`config.mk`:
```
export PLATFORM = sky130hd
export DESIGN_NAME = sa_act_skewer
export DESIGN_NICKNAME = d
export VERILOG_FILES = /design/src/rtl/sa_pkg.sv /design/src/rtl/sa_skew_lane.sv /design/src/rtl/sa_act_skewer.sv
export SDC_FILE = /design/constraint.sdc
export NUM_CORES = 1
export LEC_CHECK = 0
export ABC_AREA = 1
export CAP_MARGIN = 10
export CORE_ASPECT_RATIO = 1.2
export CORE_MARGIN = 5
export CORE_UTILIZATION = 57
export CTS_CLUSTER_DIAMETER = 40
export DETAILED_ROUTE_END_ITERATION = 10
export GPL_ROUTABILITY_DRIVEN = 0
export PLACE_DENSITY = 0.82
export SLEW_MARGIN = 20
export SYNTH_ARGS = -nofsm -noshare
export SYNTH_HDL_FRONTEND = slang
export SYNTH_SLANG_ARGS = --single-unit
```
`constraint.sdc`:
```
create_clock -name clk -period 2.95 [get_ports clk]
set_input_delay 0.4425 -clock clk [delete_from_list [all_inputs] [get_ports clk]]
set_output_delay 0.4425 -clock clk [all_outputs]
set_load 0.05 [all_outputs]
```
`src/rtl/sa_pkg.sv`:
```
// Shared constants and types for the systolic-array front end.
// The N and DATAWIDTH defaults are also used by the PE array.
package sa_pkg;

    localparam int unsigned SA_N         = 8;
    localparam int unsigned SA_DATAWIDTH = 8;

    typedef enum logic [1:0] {
        IDLE   = 2'd0,
        STREAM = 2'd1,
        DRAIN  = 2'd2
    } skew_state_t;

endpackage

```
`src/rtl/sa_skew_lane.sv`:
```
// One skew lane: a DEPTH-stage {valid, data} shift chain.
// It has a synchronous clear and an asynchronous active-low reset.
module sa_skew_lane #(
    parameter int unsigned DEPTH     = 1,
    parameter int unsigned DATAWIDTH = 8
) (
    input  logic                 clk,
    input  logic                 rst_n,
    input  logic                 i_clr,
    input  logic                 i_valid,
    input  logic [DATAWIDTH-1:0] i_data,
    output logic                 o_valid,
    output logic [DATAWIDTH-1:0] o_data
);

    // Each stage holds {valid, data}. The chain shifts every cycle with no stall.
    logic [DEPTH-1:0][DATAWIDTH:0] r_stage;

    always_ff @(posedge clk or negedge rst_n) begin
        if (!rst_n) begin
            r_stage <= '0;
        end else if (i_clr) begin
            r_stage <= '0;
        end else begin
            r_stage[0] <= {i_valid, i_data};
            for (int k = 1; k < DEPTH; k++) begin
                r_stage[k] <= r_stage[k-1];
            end
        end
    end

    assign o_valid = r_stage[DEPTH-1][DATAWIDTH];
    assign o_data  = r_stage[DEPTH-1][DATAWIDTH-1:0];

endmodule

```
`src/rtl/sa_act_skewer.sv`:
```
// Activation skewer in front of the weight-stationary array.
// It delays element i by i+1 cycles, frames tiles, drains the skew and pulses tile_done.
module sa_act_skewer
    import sa_pkg::*;
#(
    parameter int unsigned N         = SA_N,
    parameter int unsigned DATAWIDTH = SA_DATAWIDTH
) (
    input  logic                   clk,
    input  logic                   rst_n,
    input  logic                   s_valid,
    output logic                   s_ready,
    input  logic [N*DATAWIDTH-1:0] s_data,
    input  logic                   s_last,
    input  logic                   flush,
    output logic [N*DATAWIDTH-1:0] out_A,
    output logic [N-1:0]           out_valid,
    output logic                   tile_done,
    output logic                   busy
);

    localparam int unsigned CNT_W = $clog2(N);

    skew_state_t        r_state;
    skew_state_t        w_state_nxt;
    logic [CNT_W-1:0]   r_cnt;
    logic [CNT_W-1:0]   w_cnt_nxt;
    logic               r_tile_done;
    logic               w_tile_done_nxt;
    logic               r_busy;
    logic               w_ready;
    logic               w_accept;

    // State, drain counter and registered status outputs.
    always_ff @(posedge clk or negedge rst_n) begin
        if (!rst_n) begin
            r_state     <= IDLE;
            r_cnt       <= '0;
            r_tile_done <= 1'b0;
            r_busy      <= 1'b0;
        end else begin
            r_state     <= w_state_nxt;
            r_cnt       <= w_cnt_nxt;
            r_tile_done <= w_tile_done_nxt;
            r_busy      <= (w_state_nxt != IDLE);
        end
    end

    // Next-state logic. Flush overrides everything and also blocks acceptance.
    always_comb begin
        w_state_nxt     = r_state;
        w_cnt_nxt       = r_cnt;
        w_tile_done_nxt = 1'b0;
        w_ready         = 1'b0;
        w_accept        = 1'b0;
        if (flush) begin
            w_state_nxt = IDLE;
            w_cnt_nxt   = '0;
        end else begin
            w_ready  = (r_state == IDLE) || (r_state == STREAM);
            w_accept = s_valid && w_ready;
            case (r_state)
                IDLE, STREAM: begin
                    if (w_accept) begin
                        w_state_nxt = s_last ? DRAIN : STREAM;
                        w_cnt_nxt   = '0;
                    end
                end
                DRAIN: begin
                    if (r_cnt == CNT_W'(N - 2)) begin
                        w_state_nxt     = IDLE;
                        w_cnt_nxt       = '0;
                        w_tile_done_nxt = 1'b1;
                    end else begin
                        w_cnt_nxt = r_cnt + CNT_W'(1);
                    end
                end
                default: begin
                    w_state_nxt = IDLE;
                    w_cnt_nxt   = '0;
                end
            endcase
        end
    end

    assign s_ready   = w_ready;
    assign tile_done = r_tile_done;
    assign busy      = r_busy;

    // Lane i is i+1 stages deep. A non-accept cycle injects a zeroed bubble.
    for (genvar gi = 0; gi < N; gi++) begin : g_lane
        logic [DATAWIDTH-1:0] w_lane_in;
        assign w_lane_in = w_accept ? s_data[gi*DATAWIDTH +: DATAWIDTH] : '0;

        sa_skew_lane #(
            .DEPTH     (gi + 1),
            .DATAWIDTH (DATAWIDTH)
        ) u_lane (
            .clk     (clk),
            .rst_n   (rst_n),
            .i_clr   (flush),
            .i_valid (w_accept),
            .i_data  (w_lane_in),
            .o_valid (out_valid[gi]),
            .o_data  (out_A[gi*DATAWIDTH +: DATAWIDTH])
        );
    end

endmodule

```
Word level (Yosys, flattened, before mapping)
Index checks and enable logic that the tools add are counted.
{"block": "word_totals", "regBits": 331, "input_bits": 69, "out_inout_bits": 75}
{"block": "classes", "addsub": 1, "n_eq_ne": 4, "n_mux": 30, "reduce_logical": 5}
{"op": "72-bit two-way mux", "n": 1}
{"op": "8-bit two-way mux", "n": 8}
{"op": "63-bit two-way mux", "n": 1}
{"op": "54-bit two-way mux", "n": 1}
{"op": "45-bit two-way mux", "n": 1}
{"op": "36-bit two-way mux", "n": 1}
{"op": "27-bit two-way mux", "n": 1}
{"op": "18-bit two-way mux", "n": 1}
{"op": "3-bit two-way mux", "n": 3}
{"op": "9-bit two-way mux", "n": 1}
{"op": "2-bit two-way mux", "n": 4}
{"op": "3-bit case mux with 2 select lines", "n": 1}
{"op": "1-bit two-way mux", "n": 5}
{"op": "2-bit case mux with 2 select lines", "n": 1}
{"op": "3-bit by 1-bit adder with 3-bit output (second input constant)", "n": 1}
{"op": "3-bit equality test (second input constant)", "n": 1}
{"op": "3-bit != test (second input constant)", "n": 1}
{"op": "2-bit by 1-bit equality test with 1-bit output (second input constant)", "n": 1}
{"op": "2-bit equality test (second input constant)", "n": 1}
{"op": "2-bit logical NOT", "n": 1}
{"op": "2-bit nonzero test", "n": 1}
{"op": "2-bit OR reduction", "n": 1}
{"op": "1-bit logical AND", "n": 1}
{"op": "1-bit logical OR", "n": 1}

Depth between registers and ports, before layout
{"block": "logic_depth", "word_depth": 7, "ltp_mapped": 7, "ltp_nobuf": 6}

By module
A second synthesis with hierarchy kept.
{"block": "unflattened", "hier_cells": 1246, "hier_area_um2": 12690.9}
{"mod": "sa_skew_lane (g_lane[7].u_lane)", "n_inst": 1, "cells_each": 232, "area_per_inst_um2": 2492.4}
{"mod": "sa_skew_lane (g_lane[6].u_lane)", "n_inst": 1, "cells_each": 204, "area_per_inst_um2": 2188.3}
{"mod": "sa_skew_lane (g_lane[5].u_lane)", "n_inst": 1, "cells_each": 176, "area_per_inst_um2": 1884.3}
{"mod": "sa_skew_lane (g_lane[4].u_lane)", "n_inst": 1, "cells_each": 148, "area_per_inst_um2": 1580.3}
{"mod": "sa_act_skewer", "n_inst": 1, "cells_each": 182, "area_per_inst_um2": 1313.8}
{"mod": "sa_skew_lane (g_lane[3].u_lane)", "n_inst": 1, "cells_each": 120, "area_per_inst_um2": 1281.2}
{"mod": "sa_skew_lane (g_lane[2].u_lane)", "n_inst": 1, "cells_each": 92, "area_per_inst_um2": 974.7}
{"mod": "sa_skew_lane (g_lane[1].u_lane)", "n_inst": 1, "cells_each": 64, "area_per_inst_um2": 671.9}
{"mod": "sa_skew_lane (g_lane[0].u_lane)", "n_inst": 1, "cells_each": 28, "area_per_inst_um2": 304.0}

Worst setup path after synthesis
No wires, ideal clock.
{"block": "synth_path", "path_kind": "input -> register", "start": "in flush", "end": "reg g_lane[1].u_lane.r_stage[7] in the netlist's numbering", "arrival_ps": 1257, "slack_ps": 1626, "cell_stages": 6, "path_cell_list": "buf_6 -> nor2_8 -> nand2_2 -> buf_6 -> buf_8 -> nor2_4"}
{"block": "synth_via", "elab_chain_cells": 3}
{"element": "start, declared", "line_no": "sa_act_skewer.sv:15", "rtl": "input logic flush,"}
{"element": "1-bit two-way mux", "line_no": "sa_act_skewer.sv:56", "rtl": "if (flush) begin"}
{"element": "8-bit two-way mux", "line_no": "sa_act_skewer.sv:93", "rtl": "assign w_lane_in = w_accept ? s_data[gi*DATAWIDTH +: DATAWIDTH] : '0;"}
{"element": "18-bit two-way mux *", "line_no": "sa_skew_lane.sv:22", "rtl": "end else if (i_clr) begin"}
{"element": "end signal, assigned by index", "line_no": "sa_skew_lane.sv:27", "rtl": "r_stage[k] <= r_stage[k-1];"}
{"element": "end, declared", "line_no": "sa_skew_lane.sv:17", "rtl": "logic [DEPTH-1:0][DATAWIDTH:0] r_stage;"}
Mark *: on every way between the ends. The rest lies on a longest branch, timed or not.
A chain may end at the register's enable or synchronous reset.

Worst setup path in the final report
{"block": "layout_path", "start": "reg r_state[1]", "end": "out s_ready"}
{"block": "layout_via", "elab_chain_cells": 3, "elab_cells_between_ends": 4, "cone_classes": "1 x eq/ne; 1 x mux; 2 x reduce/logical"}
{"element": "start, declared", "line_no": "sa_act_skewer.sv:24", "rtl": "skew_state_t r_state;"}
{"element": "start signal, assigned", "line_no": "sa_act_skewer.sv:42", "rtl": "r_state <= w_state_nxt;"}
{"element": "2-bit by 1-bit equality test with 1-bit output / 2-bit logical NOT (equally long branches)", "line_no": "sa_act_skewer.sv:60", "rtl": "w_ready = (r_state == IDLE) || (r_state == STREAM);"}
{"element": "1-bit logical OR *", "line_no": "sa_act_skewer.sv:60"}
{"element": "1-bit two-way mux *", "line_no": "sa_act_skewer.sv:56"}
{"element": "end, declared", "line_no": "sa_act_skewer.sv:12", "rtl": "output logic s_ready,"}
Marks and branches as above.

==> metrics.txt <==
Post-synth EDFFs=0; crit path kind=register to output pin; Post-CTS Resized=0; Clock Latency Late Sink=0.53 ns; Worst Path Max Fanout=4; Gate Count Post-Synth=1,030; Synth area leader=dfrtp_1; Starting Density=58.1%; filler instances=1,290; Core Util, Final=roughly 70%; crit path DAT=between 1.5 and 2 ns; Critical Path Start=r_state[1]$_DFF_PN0_; CTS sink cnt=303; DR vias/cell=between 4 and 5; Rel. slew slack=36.1%; setup TNS=0 ns; cell with the most instances after synthesis=inv_1; share of cells above drive strength 1=9.81%; post-synth net total=1,099; RSZ-0062 raised after global routing=false; drt drc=0; first-pass GRT wire length=28,500 um; synthesis-stage register bit count=303; total gr overflow=0; Clock transition at path regs=0.06 ns; DRT antenna net count=0; required time of the critical path=2.51 ns; CTS Buffer Depth=3; FP Rows=55; register area share after synthesis=between 60% and 70%; CTS Buf Count=31; share of the synthesized area in the top cell type=between 60% and 70%; DIE HEIGHT=162 um; Cell Pwr Density=651 nW/um^2; Setup violations, final=0; IO buf count=143; Pins Over Slew Limit=0; Mapped Avg Cell Area=approximately 11 um^2; # diodes=0; Period minus WS final=2.42 ns; status=completed; core area=between 15,000 and 20,000 um^2; Top FF cell, synth=dfrtp_1; CTS tree=done; unique cell type count in the Yosys netlist=17; MaxCap Viol Count=0; Critical-path top delay cell=clkdlybuf4s50_1; Tot GR Track Use=16.0%; Fin. Hold Viols=0; Syn-to-layout area delta=20.5%; Detailed Place HPWL=10,300 um; H-tree levels=1; NumNets Final=roughly 1,200; Die ar.=roughly 22,000 um^2; VDD IR max=0.520 mV; CTS Root Cell=clkbuf_16; synthesis warning total=0; mapped cell area=11,000 um^2; HP Class=primary input to register; DRT Pass-1 Iters=6; top cell family by delay on the critical path=buffers and inverters; routed vias=5,960; fmax=0.413 GHz; Final Cell Area=13,300 um^2; antenna violations before repair=0; post-detailed-route wirelength per cell=11.9 um; crit path cell chain=nor2_8 -> clkdlybuf4s50_1; number of setup buffers added after CTS=0; synth top area cells=dfrtp_1 69%, inv_1 10%, nor2_1 8.5%; dpl cell area=around 12,000 um^2; clk_skew=0.00887 ns; Reg2Reg Launch Point=r_state[1]$_DFF_PN0_; period utilization=82.0%; CTS Hold Bufs=1; worst slew pin tran=0.959 ns; Die X=137 um; min-delay src=flush; initial drt markers=between 300 and 400; Post-Route WL=16,700 um; Crit. End Element=output pin; vias in the first global route=6,288; synth cell count leaders=307 x inv_1, 303 x dfrtp_1, 248 x nor2_1; Async SR Flop Fraction=100%; IO Pins=144; max incr delay on CP=0.83 ns; Startpoint Class=register; largest net degree at the start of global routing=235; worst path bufs/invs=1; leakage=6.58 nW
final cells by class:
cell class / count / area, um^2 / share of cell area [%]
Timing Repair Buffer: 152 / 1570 / 11.9
Tap cell: 256 / 320 / 2.42
Multi-Input combinational cell: 323 / 1580 / 11.9
Clock inverter: 19 / 238 / 1.79
Inverter: 307 / 1150 / 8.69
Clock buffer: 38 / 812 / 6.12
Sequential cell: 303 / 7580 / 57.2
worst min-delay path, delay by kind of cell:
family | cells | cell delay [ns]
buffers and inverters | 2 | 0.18
AO/OA/AOI/OAI | 1 | 0.11
AND/OR/NAND/NOR | 1 | 0.05
logic make-up (layout without fill, tap and decap cells):
family | Yosys count | in the layout | synth area share, %
buf+inv | 404 | 516 | 16.8
compound gates | 3 | 3 | 0.159
simple gates | 320 | 320 | 14.1
flops | 303 | 303 | 68.9
report_power, final:
part	internal, mW	switching, mW
Clock	2.33	1.54
Sequential	4.24	0.0256
Combinational	0.176	0.320
through the flow:
step | hold slack, ns | std cells | worst slack (ns) | power [mW]
finish | 0.295 | 1398 | 0.530 | 8.63
global route | 0.297 | 1398 | 0.467 | 9.00
CTS | 0.271 | 1398 | 0.498 | 8.75
detailed placement | 0.444 | 1340 | 0.942 | 4.84
global placement | 0.435 | 1340 | 0.957 | 4.83
floorplan | 0.147 | 1030 | 1.63 | 4.60
flip-flops by register name, summed over array words and instances, names as in the netlist:
signal and cells:
g_lane.u_lane.r_stage 233, g_lane.u_lane.o_data 56, g_lane.u_lane.o_valid 7, r_cnt 3, r_state 2, busy 1, tile_done 1
cell usage in the layout, fill, tap and decap left out:
master             n
o21ai_0            2
bufinv_16          4
dlygate4sd3_1      1
clkdlybuf4s50_1  141
buf_8              1
dfrtp_1          303
nor2_8             1
nor2_4            40
nand3_1            5
nand2_8            1
clkinvlp_4         2
inv_6              1
nor2_2             9
buf_12             5
clkbuf_1           6
clkbuf_16         31
nor3_1             1
clkinv_2           7
inv_1            307
clkbuf_8           2
o211ai_1           1
nor2_1           248
nand2_1           15
buf_4              3
clkinv_4           3
clkinv_8           2
worst paths after layout:
path,cells past startpoint,slack (ns),endpoint
setup reg to reg,3,1.50,g_lane[0].u_lane.r_stage[1]$_DFF_PN0_
hold reg to reg,2,0.45,g_lane[6].u_lane.r_stage[50]$_DFF_PN0_
min in group asynchronous,2,0.54,g_lane[6].u_lane.r_stage[51]$_DFF_PN0_
max in group asynchronous,3,1.58,g_lane[6].u_lane.r_stage[40]$_DFF_PN0_
setup / recovery,2,0.53,s_ready
hold / removal,4,0.29,r_state[0]$_DFF_PN0_
routing by layer:
layer	global-route usage, %	wire length [um]	vias up
met5	0	0	-
met4	4.81	380	0
met3	4.49	1240	28
met2	29.1	8910	141
met1	18.0	6150	2879
li1	-	-	2912
Note: power is estimated with default switching activity, not from simulation.
